File: src/rtl/wptr_full.sv
// wptr_full -- write-side pointer and full-flag logic of an asynchronous FIFO.
// Keeps a binary write pointer and a registered Gray copy for the read-domain
// synchronizer. Produces registered full, almost-full and fill-level outputs,
// comparing against the read pointer that has already been synchronized into wclk.
// Optional feature: define WPTR_OVF_EN to enable the sticky overflow flag wovf.
// When it is undefined, wovf is tied to 0.
module wptr_full #(
    parameter int ADDRSIZE     = 4,
    parameter int AFULL_THRESH = 12
) (
    input  logic                wclk,
    input  logic                wrst,
    input  logic                winc,
    input  logic [ADDRSIZE:0]   wq2_rptr,
    output logic [ADDRSIZE:0]   wptr,
    output logic [ADDRSIZE-1:0] waddr,
    output logic                wclken,
    output logic                wfull,
    output logic                walmost_full,
    output logic [ADDRSIZE:0]   wlevel,
    output logic                wovf
);

    localparam logic [ADDRSIZE:0] AFULL_LVL = AFULL_THRESH[ADDRSIZE:0];

    logic [ADDRSIZE:0] wbin;
    logic [ADDRSIZE:0] wbin_next;
    logic [ADDRSIZE:0] wgray_next;
    logic [ADDRSIZE:0] rbin;
    logic [ADDRSIZE:0] level_next;
    logic              wfull_next;
    logic              walmost_next;

    // The memory sees the write request directly. The producer must respect wfull.
    assign wclken = winc;
    assign waddr  = wbin[ADDRSIZE-1:0];

    // Next pointer, Gray conversion, level, and flags for the coming edge.
    always_comb begin
        // NOTE: every always_comb output gets a default first so no path can infer a latch.
        rbin = '0;
        for (int i = 0; i <= ADDRSIZE; i++) begin
            rbin[i] = ^(wq2_rptr >> i);
        end
        wbin_next    = wbin + {{ADDRSIZE{1'b0}}, (winc & ~wfull)};
        wgray_next   = (wbin_next >> 1) ^ wbin_next;
        // The FIFO is full when the write pointer is one lap ahead of the read pointer.
        // In Gray code this means the two MSBs differ and all remaining bits match.
        wfull_next   = (wgray_next == {~wq2_rptr[ADDRSIZE:ADDRSIZE-1],
                                        wq2_rptr[ADDRSIZE-2:0]});
        level_next   = wbin_next - rbin;
        walmost_next = (level_next >= AFULL_LVL);
    end

    // Pointer and flag registers. Synchronous reset takes priority over writes.
    always_ff @(posedge wclk) begin
        // NOTE: sequential state uses non-blocking assignments so every register samples pre-edge values.
        if (wrst) begin
            wbin         <= '0;
            wptr         <= '0;
            wfull        <= 1'b0;
            walmost_full <= 1'b0;
            wlevel       <= '0;
        end else begin
            wbin         <= wbin_next;
            wptr         <= wgray_next;
            wfull        <= wfull_next;
            walmost_full <= walmost_next;
            wlevel       <= level_next;
        end
    end

`ifdef WPTR_OVF_EN
    // Sticky overflow flag. It sets when a write is attempted while full, and only reset clears it.
    always_ff @(posedge wclk) begin
        if (wrst) begin
            wovf <= 1'b0;
        end else if (winc && wfull) begin
            wovf <= 1'b1;
        end
    end
`else
    assign wovf = 1'b0;
`endif

endmodule

File: config.mk
export PLATFORM = sky130hd
export DESIGN_NAME = wptr_full
export DESIGN_NICKNAME = d
export VERILOG_FILES = /design/src/rtl/wptr_full.sv
export SDC_FILE = /design/constraint.sdc
export NUM_CORES = 1
export LEC_CHECK = 0
export ABC_AREA = 0
export CAP_MARGIN = 0
export CELL_PAD_IN_SITES_DETAIL_PLACEMENT = 1
export CELL_PAD_IN_SITES_GLOBAL_PLACEMENT = 2
export CORE_MARGIN = 2
export CORE_UTILIZATION = 29
export CTS_CLUSTER_SIZE = 24
export DETAILED_ROUTE_END_ITERATION = 16
export PLACE_DENSITY = 0.91
export SYNTH_ARGS = -nofsm -noshare
export SYNTH_HDL_FRONTEND = slang
export SYNTH_SLANG_ARGS = --single-unit
File: constraint.sdc
create_clock -name wclk -period 5.25 [get_ports wclk]
set_clock_uncertainty 0.2 [all_clocks]
set_input_delay 0.7875 -clock wclk [delete_from_list [all_inputs] [get_ports wclk]]
set_output_delay 0.7875 -clock wclk [all_outputs]
set_load 0.02 [all_outputs]
; Yosys cells after proc, flatten, opt, wreduce, memory -nomap -nowiden
; Cells that the tools add are included.
[word_totals]
reg_bits = 17
output_inout_bits = 18
[classes]
add_sub_neg = 2
order_cmp = 1
n_eq_ne = 1
bitwise_logic = 4
n_reduce_logical = 5
[ops]
columns = operator, n
row1 = $reduce_xor A5 Y1, 5
row2 = $add A5 B1 Y5, 1
row3 = $eq A5 B5 Y1, 1
row4 = $ge A5 B4 Y1 const B, 1
row5 = $sub A5 B5 Y5, 1
row6 = $xor A4 B5 Y5, 1
row7 = $not A2 Y2, 1
row8 = $and A1 B1 Y1, 1
row9 = $not A1 Y1, 1

; Depth between registers and ports, before layout
[depth]
word_depth = 5
depth_mapped = 11
depth_no_buf = 11

; Least setup slack after synthesis
; OpenSTA, ideal clock, no wires.
[synth_timing]
path_type = input to register
start = input port winc
end = register walmost_full
setup_time_ns = 0.134
arrival_time_ns = 2.698
path_slack_ns = 2.219
path_stages = 11
path_cell_list = nor2b_1 ha_1 ha_1 clkbuf_1 xor2_1 ha_1 a21oi_1 o21bai_1 a41o_1 xor2_1 o22ai_1
[synth_via]
elab_chain_cells = 4
[synth_rtl]
columns = item, line_no
row1 = "start, declared", 13  ; input logic winc,
row2 = $and A1 B1 Y1, 45  ; wbin_next = wbin + {{ADDRSIZE{1'b0}}, (winc & ~wfull)};
row3 = $add A5 B1 Y5, 45
row4 = via wbin_next[1], 27  ; logic [ADDRSIZE:0] wbin_next;
row5 = $sub A5 B5 Y5, 51  ; level_next = wbin_next - rbin;
row6 = $ge A5 B4 Y1, 52  ; walmost_next = (level_next >= AFULL_LVL);
row7 = "end signal, assigned", 68  ; walmost_full <= walmost_next;
row8 = "end, declared", 19  ; output logic walmost_full,
; The timed path passes the listed nets, and every way through them passes these cells.
; A chain may end at the register's enable or synchronous reset.

; Final worst setup path
[layout_timing]
start = input port winc
end = register walmost_full
[layout_via]
elab_chain_cells = 4
[layout_rtl]
columns = item, line_no
row1 = $and A1 B1 Y1, 45
row2 = $add A5 B1 Y5, 45
row3 = $sub A5 B5 Y5, 51
row4 = $ge A5 B4 Y1, 52
; Every way passes these cells.

==> implementation parameters <==
Parameter                              Value

Clock tree
  Register clock-pin slew on the reported worst setup and hold paths ... 0.09 ns
  Clk sink count ... 16
  Post-CTS Hold Fix Bufs ... 0
  CTS tree ... built
  Clock insertion delay at the later pin of the skew report ... 0.28 ns
  Clock Root Buffer ... sky130_fd_sc_hd__clkbuf_4
  CTS resizes ... 0
  Number of H-tree levels ... 1
  Inserted Clock Buffers ... 3
  Post-CTS Setup Inserts ... 0
  Max clock buf depth ... 2

Power and ir drop
  Sequential share of power ... 40.7%
  Clock share of power ... 18.1%
  Sw Share ... 33.76%
  Power Density ... 297.9 nW/um2
  Sw Pwr ... 117.8 uW
  Combinational group share of total power ... 41.3%
  Leakage dissipation ... 0.4772 nW
  Worst vdd rail ir drop ... 0.00008314 V
  Cell internal power dissipation ... 231.1 uW

GRT
  Gr ovfl total ... 0
  Global-route wire length before repair ... 3.098 mm
  Initial antenna violation count ... 0
  Maximum number of pins on one net before global-route repair ... 18
  All-Layer GR Usage ... 12.16%
  Vias in the first global route ... 705

Cells and area
  Antenna fix cells ... 0
  Total non-filler cell area in the finished layout ... 1171 um2
  Layout filler cell count ... 343
  Layout overhead on the synthesized area ... 31.65%
  Proportion of layout cells with a drive suffix above 1 ... 8.696%
  Post-layout nets ... 131

Synth
  Number of library cell types mapped by synthesis ... 32
  Cell area after synthesis ... 889.6 um2
  Yosys reg bits ... 16
  Share of synthesized flip-flops with an asynchronous set or reset ... 0%
  Top-count cell post-synth ... sky130_fd_sc_hd__dfxtp_1
  Area fraction of the dominant cell type after synthesis ... 36.01%
  Share of synthesized area occupied by flip-flops and latches ... 36.01%
  Number of synthesized flops with an enable pin ... 0
  Yosys synthesis warning count ... 0
  Syn Inst Count ... 92
  Post-synthesis cell type with the largest combined area ... sky130_fd_sc_hd__dfxtp_1
  Flip-flop cell with the highest count after synthesis ... sky130_fd_sc_hd__dfxtp_1
  Leading post-synthesis cells by cell area ... sky130_fd_sc_hd__dfxtp_1 (36%), sky130_fd_sc_hd__ha_1 (8.4%), sky130_fd_sc_hd__xnor2_1 (6.9%)
  List of most frequent post-synthesis cells ... sky130_fd_sc_hd__dfxtp_1 (16), sky130_fd_sc_hd__nor2_1 (12), sky130_fd_sc_hd__xnor2_1 (7)
  Syn Area/Cell ... 9.670 um2
  Post-synthesis net count ... 106

Placement
  Placed Instance Area ... 1149 um2
  Gp weighted congestion ... 0.7239
  Buffers on Ports ... 24
  Sum of net half-perimeters after detailed placement ... 1.582 mm
  Worst slack at placement ... 1.522 ns

Floorplan
  Area enclosed by the die boundary ... 3527 um2
  Starting utilization of the core area ... 29.87%
  Horizontal die dimension ... 59.39 um
  Number of primary I/O pins ... 26
  Area of the core region ... 2978 um2
  Standard-cell rows ... 20
  Die Span Y ... 59.39 um

Worst setup path
  Bufs and invs on worst path ... 3
  Cells traversed along the worst timing path ... clkdlybuf4s50_1 > nor2b_1 > ha_1 > nand3_1 > xor2_2 > inv_1 > ha_1 > inv_1 > o21bai_1 > a41o_1 > xor2_1 > o22ai_1
  Element type at the critical path start ... input pin
  Endpoint arrival time on the critical path ... 3.35 ns
  Reg2reg start ... wfull
  CP delay by family, top ... buffers and inverters
  Startpoint-to-endpoint class of the critical path ... in2reg
  Origin of the worst setup path ... winc
  Kind of end point of the critical path ... flop
  Standard cell with the maximum stage delay on the critical path ... sky130_fd_sc_hd__clkdlybuf4s50_1
  Maximum fanout encountered on the critical timing path ... 7
  Required time worst endpoint ... 5.19 ns
  Stage delay of the slowest cell on the critical path ... 0.47 ns

Route
  Antenna-violating nets left ... 0
  Detailed-route wire length per cell ... 13.03 um
  Initial detailed-routing violation count ... 8
  Mean number of vias per cell ... 4.872
  Number of vias after detailed routing ... 721
  DRC violation count after routing ... 0
  Final wirelength ... 1.929 mm
  Detailed-routing iteration count for the pre-antenna-repair pass ... 2

Timing
  Max Slew Vio Count ... 0
  Setup violations, final ... 0
  Max_slew headroom ... 57.37%
  Setup repair after global routing missed its margin ... false
  Final WS setup ... 1.845 ns
  Final hold slack ... 0.4436 ns
  Maximum clock frequency ... 293.7 MHz
  Actual slew at the worst max-slew pin ... 0.6374 ns
  Summed negative setup slack over all endpoints ... 0 ns
  Fin crit share ... 64.85%
  Final hold viol count ... 0
  Clock period minus worst slack ... 3.405 ns

Flow run
  Number of maximum-capacitance constraint violations ... 0

Hold path
  Startpoint of the most critical hold path ... wbin[4]
  Min-delay worst type ... reg2reg

Status
  Result of the run ... completed
==> flip-flops by register name, summed over array words and instances, names as in the netlist <==
name / count
wbin: 5
wlevel: 5
wptr: 4
walmost_full: 1
wfull: 1
==> routing by layer <==
metal,up-vias,wire length [um],GRT usage [%]
met1,345,752,12.73
met2,18,1086,22.14
met4,0,36,7.792
met5,-,0,0
met3,4,53,1.965
li1,354,-,-
==> power by group through the flow <==
stage	registers [mW]	logic, mW	clock network (mW)
6_report	0.142	0.144	0.0631
5_1_grt	0.144	0.157	0.0708
4_1_cts	0.142	0.146	0.0660
3_5_place_dp	0.145	0.145	0
3_3_place_gp	0.144	0.140	0
2_1_floorplan	0.166	0.0694	0
==> worst paths after layout <==
check	end	slack (ns)	cells past startpoint
worst min-delay path	wbin[4]	0.44	2
worst max register to register	walmost_full	2.52	11
worst min register to register	wbin[4]	0.44	2
worst max-delay path	walmost_full	1.85	12
==> placed cells by master, fill, tap and decap left out, types with 2 or more instances in the layout <==
| master | netlist | layout |
|---|---|---|
| sky130_fd_sc_hd__ha_1 | 6 | 6 |
| sky130_fd_sc_hd__inv_1 | 5 | 5 |
| sky130_fd_sc_hd__xnor2_2 | 2 | 2 |
| sky130_fd_sc_hd__a21oi_1 | 3 | 3 |
| sky130_fd_sc_hd__clkbuf_4 | 0 | 3 |
| sky130_fd_sc_hd__clkdlybuf4s50_1 | 0 | 24 |
| sky130_fd_sc_hd__xnor2_1 | 7 | 7 |
| sky130_fd_sc_hd__nor2_1 | 12 | 12 |
| sky130_fd_sc_hd__nand3_1 | 3 | 3 |
| sky130_fd_sc_hd__dfxtp_1 | 16 | 16 |
| sky130_fd_sc_hd__xor2_1 | 6 | 6 |
| sky130_fd_sc_hd__xor2_2 | 2 | 2 |
| sky130_fd_sc_hd__nor3_1 | 3 | 3 |
| sky130_fd_sc_hd__nor2b_1 | 5 | 5 |
==> worst min-delay path, cell delays in order (launching register included) <==
cell and delay, ns:
sky130_fd_sc_hd__dfxtp_1 0.35, sky130_fd_sc_hd__xor2_1 0.15, sky130_fd_sc_hd__nor2_1 0.10
==> kinds of logic after synthesis <==
logic type      share of synthesized area [%]
compound gates                          11.11
simple gates                            18.14
buf+inv                                 4.641
fa+ha+maj                               8.439
xor+xnor                                20.11
mux                                     1.125
flops                                   36.01
other cells                            0.4215
==> layout make-up <==
| class | count | area [um2] | area share [%] |
|---|---|---|---|
| multi-input combinational | 67 | 528.0 | 45.09 |
| sequential | 16 | 320.3 | 27.35 |
| timing repair buffer | 24 | 240.2 | 20.51 |
| tap | 33 | 41.29 | 3.526 |
| clock buffer | 3 | 22.52 | 1.923 |
| inverter | 5 | 18.77 | 1.603 |
==> through the flow <==
step	instances	total power, mW	utilization [%]
5_1_grt	148	0.3711	39.33
3_5_place_dp	145	0.2898	38.57
2_1_floorplan	92	0.2349	-
4_1_cts	148	0.3541	39.33
6_report	148	0.3488	39.33
3_3_place_gp	145	0.2847	38.57
(Power assumes the default switching activity.)
